==> config.mk <==
export PLATFORM = sky130hd
export DESIGN_NAME = gp_axis_to_apb4_bridge_flat
export DESIGN_NICKNAME = d
export VERILOG_FILES = /design/src/rtl/gp_axis_to_apb4_bridge_if.sv /design/src/rtl/gp_axis_to_apb4_bridge.sv /design/src/flat_wrapper.sv
export SDC_FILE = /design/constraint.sdc
export NUM_CORES = 1
export LEC_CHECK = 0
export ABC_CLOCK_PERIOD_IN_PS = 5320
export BUFFER_PORTS_ARGS = -buffer_cell sky130_fd_sc_hd__buf_2
export CAP_MARGIN = 0
export CORE_MARGIN = 10
export CORE_UTILIZATION = 44
export DETAILED_ROUTE_END_ITERATION = 16
export PLACE_DENSITY = 0.8
export SETUP_SLACK_MARGIN = 0.3
export SYNTH_ARGS = -nofsm -noshare
export SYNTH_HDL_FRONTEND = slang
export SYNTH_SLANG_ARGS = --single-unit
==> constraint.sdc <==
create_clock -name clk_i -period 5.32 [get_ports clk_i]
set_input_delay 1.064 -clock clk_i [delete_from_list [all_inputs] [get_ports clk_i]]
set_output_delay 1.064 -clock clk_i [all_outputs]
set_load 0.02 [all_outputs]
==> src/rtl/gp_axis_to_apb4_bridge_if.sv <==
// Bus bundle for the AXI-Stream to APB4 bridge.
// Carries the forward command stream (tdata = write data, tuser = {pprot, pstrb, pwrite, paddr}),
// the backward response stream (tdata = read data, tuser = 2-bit status) and the
// multi-slave APB4 master signals (shared address/data/control, one-hot psel, per-slave
// prdata/pready/pslverr). Modport master is the bridge view, slave is the environment view.
interface gp_axis_to_apb4_bridge_if #(
  parameter int unsigned NUM_SLAVES     = 4,
  parameter int unsigned APB_ADDR_WIDTH = 32,
  parameter int unsigned APB_DATA_WIDTH = 32
);
  localparam int unsigned STRB_W = APB_DATA_WIDTH / 8;
  localparam int unsigned USER_W = 3 + STRB_W + 1 + APB_ADDR_WIDTH;

  logic [APB_DATA_WIDTH-1:0]            fwd_tdata_i;
  logic [USER_W-1:0]                    fwd_tuser_i;
  logic                                 fwd_tvalid_i;
  logic                                 fwd_tready_o;
  logic [APB_DATA_WIDTH-1:0]            bwd_tdata_o;
  logic [1:0]                           bwd_tuser_o;
  logic                                 bwd_tvalid_o;
  logic                                 bwd_tready_i;
  logic [APB_ADDR_WIDTH-1:0]            paddr_o;
  logic [APB_DATA_WIDTH-1:0]            pwdata_o;
  logic [STRB_W-1:0]                    pstrb_o;
  logic [2:0]                           pprot_o;
  logic                                 pwrite_o;
  logic [NUM_SLAVES-1:0]                psel_o;
  logic                                 penable_o;
  logic [NUM_SLAVES*APB_DATA_WIDTH-1:0] prdata_i;
  logic [NUM_SLAVES-1:0]                pready_i;
  logic [NUM_SLAVES-1:0]                pslverr_i;

  modport master (
    input  fwd_tdata_i, fwd_tuser_i, fwd_tvalid_i, bwd_tready_i,
    input  prdata_i, pready_i, pslverr_i,
    output fwd_tready_o, bwd_tdata_o, bwd_tuser_o, bwd_tvalid_o,
    output paddr_o, pwdata_o, pstrb_o, pprot_o, pwrite_o, psel_o, penable_o
  );

  modport slave (
    output fwd_tdata_i, fwd_tuser_i, fwd_tvalid_i, bwd_tready_i,
    output prdata_i, pready_i, pslverr_i,
    input  fwd_tready_o, bwd_tdata_o, bwd_tuser_o, bwd_tvalid_o,
    input  paddr_o, pwdata_o, pstrb_o, pprot_o, pwrite_o, psel_o, penable_o
  );
endinterface

==> src/rtl/gp_axis_to_apb4_bridge.sv <==
// AXI-Stream to APB4 master bridge, one transfer outstanding.
// Each accepted forward beat becomes one APB SETUP/ACCESS transfer to the slave picked by
// paddr[SLV_SEL_LSB +: SEL_W]; the result returns as one backward beat with read data and
// status (00 OK, 01 SLVERR, 10 DECERR, 11 TIMEOUT).
// Ports:
//   clk_i  - clock, rising edge
//   rst_i  - asynchronous active-high reset
//   bus    - master modport: forward/backward streams and APB4 master signals
module gp_axis_to_apb4_bridge #(
  parameter int unsigned NUM_SLAVES     = 4,
  parameter int unsigned APB_ADDR_WIDTH = 32,
  parameter int unsigned APB_DATA_WIDTH = 32,
  parameter int unsigned SLV_SEL_LSB    = 12,
  parameter int unsigned TIMEOUT_CYCLES = 256
) (
  input  logic                    clk_i,
  input  logic                    rst_i,
  gp_axis_to_apb4_bridge_if.master bus
);
  localparam int unsigned STRB_W = APB_DATA_WIDTH / 8;
  localparam int unsigned AW     = APB_ADDR_WIDTH;
  localparam int unsigned SEL_W  = (NUM_SLAVES > 1) ? $clog2(NUM_SLAVES) : 1;
  localparam int unsigned SEL_W1 = SEL_W + 1;
  localparam int unsigned CNT_W  = (TIMEOUT_CYCLES > 1) ? $clog2(TIMEOUT_CYCLES) : 1;
  localparam logic [CNT_W-1:0] CNT_LAST =
    (TIMEOUT_CYCLES == 0) ? '0 : CNT_W'(TIMEOUT_CYCLES - 1);

  localparam logic [1:0] ST_OK      = 2'b00;
  localparam logic [1:0] ST_SLVERR  = 2'b01;
  localparam logic [1:0] ST_DECERR  = 2'b10;
  localparam logic [1:0] ST_TIMEOUT = 2'b11;

  typedef enum logic [1:0] {IDLE, SETUP, ACCESS, RESP} state_t;

  state_t               state;
  logic [SEL_W-1:0]     sel_q;
  logic [CNT_W-1:0]     cnt;

  // Command fields unpacked from the forward tuser.
  logic [AW-1:0]        in_addr;
  logic                 in_write;
  logic [STRB_W-1:0]    in_strb;
  logic [2:0]           in_prot;
  logic [SEL_W-1:0]     in_idx;
  logic                 in_idx_ok;

  assign in_addr   = bus.fwd_tuser_i[AW-1:0];
  assign in_write  = bus.fwd_tuser_i[AW];
  assign in_strb   = bus.fwd_tuser_i[AW+1 +: STRB_W];
  assign in_prot   = bus.fwd_tuser_i[AW+1+STRB_W +: 3];
  assign in_idx    = in_addr[SLV_SEL_LSB +: SEL_W];
  // Widened compare so a power-of-two NUM_SLAVES never flags a decode error.
  assign in_idx_ok = {1'b0, in_idx} < SEL_W1'(NUM_SLAVES);

  assign bus.fwd_tready_o = (state == IDLE);

  // Response mux from the registered slave index; unselected slaves are ignored.
  logic [APB_DATA_WIDTH-1:0] sel_rdata;
  logic                      sel_ready;
  logic                      sel_slverr;

  always_comb begin
    sel_rdata  = '0;
    sel_ready  = 1'b0;
    sel_slverr = 1'b0;
    for (int unsigned k = 0; k < NUM_SLAVES; k++) begin
      if (sel_q == SEL_W'(k)) begin
        sel_rdata  = bus.prdata_i[k*APB_DATA_WIDTH +: APB_DATA_WIDTH];
        sel_ready  = bus.pready_i[k];
        sel_slverr = bus.pslverr_i[k];
      end
    end
  end

  // Transfer FSM with registered APB and response outputs.
  always_ff @(posedge clk_i or posedge rst_i) begin
    if (rst_i) begin
      state            <= IDLE;
      sel_q            <= '0;
      cnt              <= '0;
      bus.paddr_o      <= '0;
      bus.pwdata_o     <= '0;
      bus.pstrb_o      <= '0;
      bus.pprot_o      <= '0;
      bus.pwrite_o     <= 1'b0;
      bus.psel_o       <= '0;
      bus.penable_o    <= 1'b0;
      bus.bwd_tdata_o  <= '0;
      bus.bwd_tuser_o  <= '0;
      bus.bwd_tvalid_o <= 1'b0;
    end else begin
      case (state)
        IDLE: begin
          if (bus.fwd_tvalid_i) begin
            bus.paddr_o  <= in_addr;
            bus.pwdata_o <= bus.fwd_tdata_i;
            bus.pstrb_o  <= in_write ? in_strb : '0;
            bus.pprot_o  <= in_prot;
            bus.pwrite_o <= in_write;
            sel_q        <= in_idx;
            cnt          <= '0;
            if (in_idx_ok) begin
              state      <= SETUP;
              bus.psel_o <= NUM_SLAVES'(1) << in_idx;
            end else begin
              state            <= RESP;
              bus.bwd_tvalid_o <= 1'b1;
              bus.bwd_tdata_o  <= '0;
              bus.bwd_tuser_o  <= ST_DECERR;
            end
          end
        end
        SETUP: begin
          state         <= ACCESS;
          bus.penable_o <= 1'b1;
        end
        ACCESS: begin
          // pready wins over a timeout landing in the same cycle.
          if (sel_ready) begin
            state            <= RESP;
            bus.psel_o       <= '0;
            bus.penable_o    <= 1'b0;
            bus.bwd_tvalid_o <= 1'b1;
            bus.bwd_tdata_o  <= bus.pwrite_o ? '0 : sel_rdata;
            bus.bwd_tuser_o  <= sel_slverr ? ST_SLVERR : ST_OK;
          end else if ((TIMEOUT_CYCLES != 0) && (cnt == CNT_LAST)) begin
            state            <= RESP;
            bus.psel_o       <= '0;
            bus.penable_o    <= 1'b0;
            bus.bwd_tvalid_o <= 1'b1;
            bus.bwd_tdata_o  <= '0;
            bus.bwd_tuser_o  <= ST_TIMEOUT;
          end else begin
            cnt <= cnt + CNT_W'(1);
          end
        end
        RESP: begin
          if (bus.bwd_tready_i) begin
            state            <= IDLE;
            bus.bwd_tvalid_o <= 1'b0;
          end
        end
        default: state <= IDLE;
      endcase
    end
  end
endmodule

==> src/flat_wrapper.sv <==
// flat-port wrapper written by rule: the top's interface ports become plain ports
module gp_axis_to_apb4_bridge_flat 
#(
  parameter int unsigned NUM_SLAVES     = 4,
  parameter int unsigned APB_ADDR_WIDTH = 32,
  parameter int unsigned APB_DATA_WIDTH = 32,
  parameter int unsigned SLV_SEL_LSB    = 12,
  parameter int unsigned TIMEOUT_CYCLES = 256
)
  (clk_i, rst_i, bus_fwd_tdata_i, bus_fwd_tuser_i, bus_fwd_tvalid_i, bus_bwd_tready_i, bus_prdata_i, bus_pready_i, bus_pslverr_i, bus_fwd_tready_o, bus_bwd_tdata_o, bus_bwd_tuser_o, bus_bwd_tvalid_o, bus_paddr_o, bus_pwdata_o, bus_pstrb_o, bus_pprot_o, bus_pwrite_o, bus_psel_o, bus_penable_o);
  gp_axis_to_apb4_bridge_if #(.NUM_SLAVES(NUM_SLAVES), .APB_ADDR_WIDTH(APB_ADDR_WIDTH), .APB_DATA_WIDTH(APB_DATA_WIDTH)) bus_i ();
  input  logic clk_i;
  input  logic rst_i;
  input wire logic [$bits(bus_i.fwd_tdata_i)-1:0] bus_fwd_tdata_i;
  input wire logic [$bits(bus_i.fwd_tuser_i)-1:0] bus_fwd_tuser_i;
  input wire logic [$bits(bus_i.fwd_tvalid_i)-1:0] bus_fwd_tvalid_i;
  input wire logic [$bits(bus_i.bwd_tready_i)-1:0] bus_bwd_tready_i;
  input wire logic [$bits(bus_i.prdata_i)-1:0] bus_prdata_i;
  input wire logic [$bits(bus_i.pready_i)-1:0] bus_pready_i;
  input wire logic [$bits(bus_i.pslverr_i)-1:0] bus_pslverr_i;
  output wire logic [$bits(bus_i.fwd_tready_o)-1:0] bus_fwd_tready_o;
  output wire logic [$bits(bus_i.bwd_tdata_o)-1:0] bus_bwd_tdata_o;
  output wire logic [$bits(bus_i.bwd_tuser_o)-1:0] bus_bwd_tuser_o;
  output wire logic [$bits(bus_i.bwd_tvalid_o)-1:0] bus_bwd_tvalid_o;
  output wire logic [$bits(bus_i.paddr_o)-1:0] bus_paddr_o;
  output wire logic [$bits(bus_i.pwdata_o)-1:0] bus_pwdata_o;
  output wire logic [$bits(bus_i.pstrb_o)-1:0] bus_pstrb_o;
  output wire logic [$bits(bus_i.pprot_o)-1:0] bus_pprot_o;
  output wire logic [$bits(bus_i.pwrite_o)-1:0] bus_pwrite_o;
  output wire logic [$bits(bus_i.psel_o)-1:0] bus_psel_o;
  output wire logic [$bits(bus_i.penable_o)-1:0] bus_penable_o;
  assign bus_i.fwd_tdata_i = bus_fwd_tdata_i;
  assign bus_i.fwd_tuser_i = bus_fwd_tuser_i;
  assign bus_i.fwd_tvalid_i = bus_fwd_tvalid_i;
  assign bus_i.bwd_tready_i = bus_bwd_tready_i;
  assign bus_i.prdata_i = bus_prdata_i;
  assign bus_i.pready_i = bus_pready_i;
  assign bus_i.pslverr_i = bus_pslverr_i;
  assign bus_fwd_tready_o = bus_i.fwd_tready_o;
  assign bus_bwd_tdata_o = bus_i.bwd_tdata_o;
  assign bus_bwd_tuser_o = bus_i.bwd_tuser_o;
  assign bus_bwd_tvalid_o = bus_i.bwd_tvalid_o;
  assign bus_paddr_o = bus_i.paddr_o;
  assign bus_pwdata_o = bus_i.pwdata_o;
  assign bus_pstrb_o = bus_i.pstrb_o;
  assign bus_pprot_o = bus_i.pprot_o;
  assign bus_pwrite_o = bus_i.pwrite_o;
  assign bus_psel_o = bus_i.psel_o;
  assign bus_penable_o = bus_i.penable_o;
  gp_axis_to_apb4_bridge #(.NUM_SLAVES(NUM_SLAVES), .APB_ADDR_WIDTH(APB_ADDR_WIDTH), .APB_DATA_WIDTH(APB_DATA_WIDTH), .SLV_SEL_LSB(SLV_SEL_LSB), .TIMEOUT_CYCLES(TIMEOUT_CYCLES)) u_core (.clk_i(clk_i), .rst_i(rst_i), .bus(bus_i));
endmodule
==> metrics <==
most common cell after layout, fill and taps aside buf_2; routed wirelength normalized by instance count 21.1 um; largest fanout on the critical path 36; number of violations of the max-capacitance limit 0; Resized Gates After CTS 0; layer with the highest usage after global routing met2; pin count of the biggest net entering global routing 80; Async S/R FF share, synth 1.00; Crit path arrival time 3060 ps; met3 track demand over resource in global routing 0.0929; buffers from clock root to sink, at most 2; routed vias 4,588; number of detailed-route iterations in the first pass 4; number of H-tree branching levels 4; ratio of cells with drive above 1 in the final layout 0.661; GRT met2 Usage 0.346; number of endpoints failing setup at the final stage 0; worst setup path category reg2reg; Synthesis Warnings 0; CTS root buf clkbuf_16; global-route wire length before repair 28,900 um; slew of the pin with the lowest slew margin 1210 ps; final count of pins violating max slew 0; Post-CTS Repair Setup Buffers 0; GPL Wtd Cong 0.901; count of unresolved DRC violations after routing 0; RSZ-0062 raised after global routing false; Top-Level Pins 325; CP startpoint kind flop; outcome completed; crit path time final 2720 ps; final worst clock skew 8.88 ps; iteration-0 DRC count of the detailed router 208; minimum setup slack in the final design 2600 ps; ANT nets after route 0; gr ovfl total 0; Core Box Area 12,600 um^2; WP data required 5660 ps; y dimension of the die 133 um; number of buffers inserted during clock tree synthesis 17; highest clock rate 0.367 GHz; filler instances 971; sinks on the clock net 122; worst slew margin relative to its limit 0.189; clock latency on the worst-skew pair 400 ps; total routing usage reported by global routing 0.206; Post-Syn Instances 378; number of cells on the worst hold path 1; number of distinct library cells after synthesis 34; effective utilization at floorplan 0.448; sequential cell area fraction in the yosys report 0.540; chip width 133 um; Synth Area per Inst 14.9 um^2; nets@finish 915; Syn Std Cell Area 5650 um^2; Buffers on Ports 324; Net Count, Synth 595; startpoint of the most critical hold path u_core.bus.psel_o[1]$_DFFE_PP0P_; Worst VDD drop 0.268 mV; top flip-flop cell by instance count after synthesis dfrtp_1; commonest cells after routing, fill and taps aside 324 x buf_2, 121 x dfrtp_1, 69 x mux2_2; Post-Route Setup TNS 0 ps; total half-perimeter wirelength after legalization and detailed placement 15,300 um; Reg2Reg Capture Point u_core.bus.bwd_tdata_o[1]$_DFFE_PP0P_; Site Rows 41; total routed wirelength 18,700 um; vias per inst 5.17; worst flop-to-flop path startpoint u_core.bus.paddr_o[12]$_DFFE_PP0P_; type of the worst min-delay path reg2reg; power per standard cell area 631 nW/um^2; fraction of the cycle the final worst path needs 0.512; antenna violations before repair 5; worst reg2reg setup slack 2600 ps; Final Hold Fails 0; Critical Path Sink Type flop; #FFs+latches synth 122; total power consumption of the routed design 5.03 mW; CTS tree yes; number of cells on the worst reg-to-reg path 5; Post-CTS Hold Buffers 0; number of global-route vias before repair 5,283; Leakage 4.04 nW; worst slack after detailed placement 2440 ps; area of the die 17,800 um^2; Global Route met1 Usage 0.211; Clock Pin Slew Worst Setup and Hold Paths 60 ps; capture endpoint of the worst hold path u_core.bus.psel_o[1]$_DFFE_PP0P_; signed area change from the synthesized netlist to the final layout 41.2%; number of synthesized flops with an enable pin 0
[how the worst max path moves through the flow]
stage | slack [ps] | cells past startpoint | to | startpoint
detailed placement | 2440 | 5 | u_core.bus.bwd_tdata_o[13]$_DFFE_PP0P_ | bus_pready_i[1]
floorplan | 1010 | 1 | u_core.bus.bwd_tdata_o[0]$_DFFE_PP0P_ | rst_i
CTS | 2540 | 5 | u_core.bus.bwd_tdata_o[1]$_DFFE_PP0P_ | u_core.bus.paddr_o[12]$_DFFE_PP0P_
finish | 2600 | 5 | u_core.bus.bwd_tdata_o[1]$_DFFE_PP0P_ | u_core.bus.paddr_o[12]$_DFFE_PP0P_
global placement | 2530 | 5 | u_core.bus.bwd_tdata_o[14]$_DFFE_PP0P_ | bus_pready_i[1]
global route | 2300 | 5 | u_core.bus.bwd_tdata_o[5]$_DFFE_PP0P_ | u_core.bus.paddr_o[12]$_DFFE_PP0P_
[sequential cells by signal (all words and copies together) (netlist names)]
name	count
u_core.bus.psel_o	4
u_core.state	2
u_core.cnt	8
u_core.bus.pstrb_o	4
u_core.bus.paddr_o	32
u_core.bus.pprot_o	3
u_core.bus.pwrite_o	1
u_core.bus.bwd_tuser_o	2
u_core.bus.penable_o	1
u_core.bus.bwd_tvalid_o	1
u_core.bus.pwdata_o	32
u_core.bus.bwd_tdata_o	32
[where the power goes]
part | switching, mW | internal (mW) | leakage (nW) | total, mW
Sequential | 0.224 | 1.35 | 1.50 | 1.57
Clock | 0.383 | 0.722 | 0.272 | 1.10
Combinational | 1.32 | 1.03 | 2.27 | 2.35
Total | 1.93 | 3.10 | 4.04 | 5.03
[per-stage QoR]
step / cell area [um^2] / hold slack [ps] / instances / util
3_5_place_dp: 7390 / 471 / 851 / 0.585
4_1_cts: 7960 / 481 / 882 / 0.631
2_1_floorplan: 5650 / 505 / 378 / -
6_report: 7970 / 477 / 887 / 0.632
5_1_grt: 7970 / 503 / 887 / 0.632
3_3_place_gp: 7390 / 460 / 851 / 0.585
[logic make-up after synthesis]
| logic type | count (synthesis) | synth area share |
|---|---|---|
| fa+ha+maj | 5 | 0.0111 |
| flops | 122 | 0.540 |
| compound gates | 60 | 0.0857 |
| buf+inv | 35 | 0.0306 |
| simple gates | 45 | 0.0441 |
| mux | 111 | 0.288 |
[critical path, cell delays in order, from the launching register on]
cell and delay (ps):
dfrtp_2 340, buf_4 510, mux4_2 430, nand2_1 120
nor2_2 960, a22o_1 270
[per-layer routing]
| layer | up-vias | share of wire |
|---|---|---|
| li1 | 2078 | - |
| met1 | 2191 | 0.37 |
| met2 | 266 | 0.49 |
| met3 | 51 | 0.10 |
| met4 | 2 | 0.037 |
| met5 | - | 0.00069 |
[cell type report]
type,instances,area (um^2),area share
repair buffers,328,1650,0.207
diodes,5,12.5,0.00157
clock inverters,7,92.6,0.0116
inverters,8,32.5,0.00408
flip-flops and latches,122,3050,0.383
multi-input cells,221,2430,0.305
well taps,172,215,0.0270
clock buffers,24,482,0.0604
[synth_stat cells (7+ instances only)]
cell type    n  area share
a21oi_1      7      0.0062
nand3_1      7      0.0062
mux4_2      34        0.14
inv_1        8      0.0053
mux2_2      69        0.14
o21ai_0      8      0.0071
clkbuf_1    11      0.0073
nand2_1     19       0.013
dfrtp_1    122        0.54
buf_1        8      0.0053
a22o_1      33       0.051
mux2i_1      7       0.012
(Power assumes the default switching activity.)
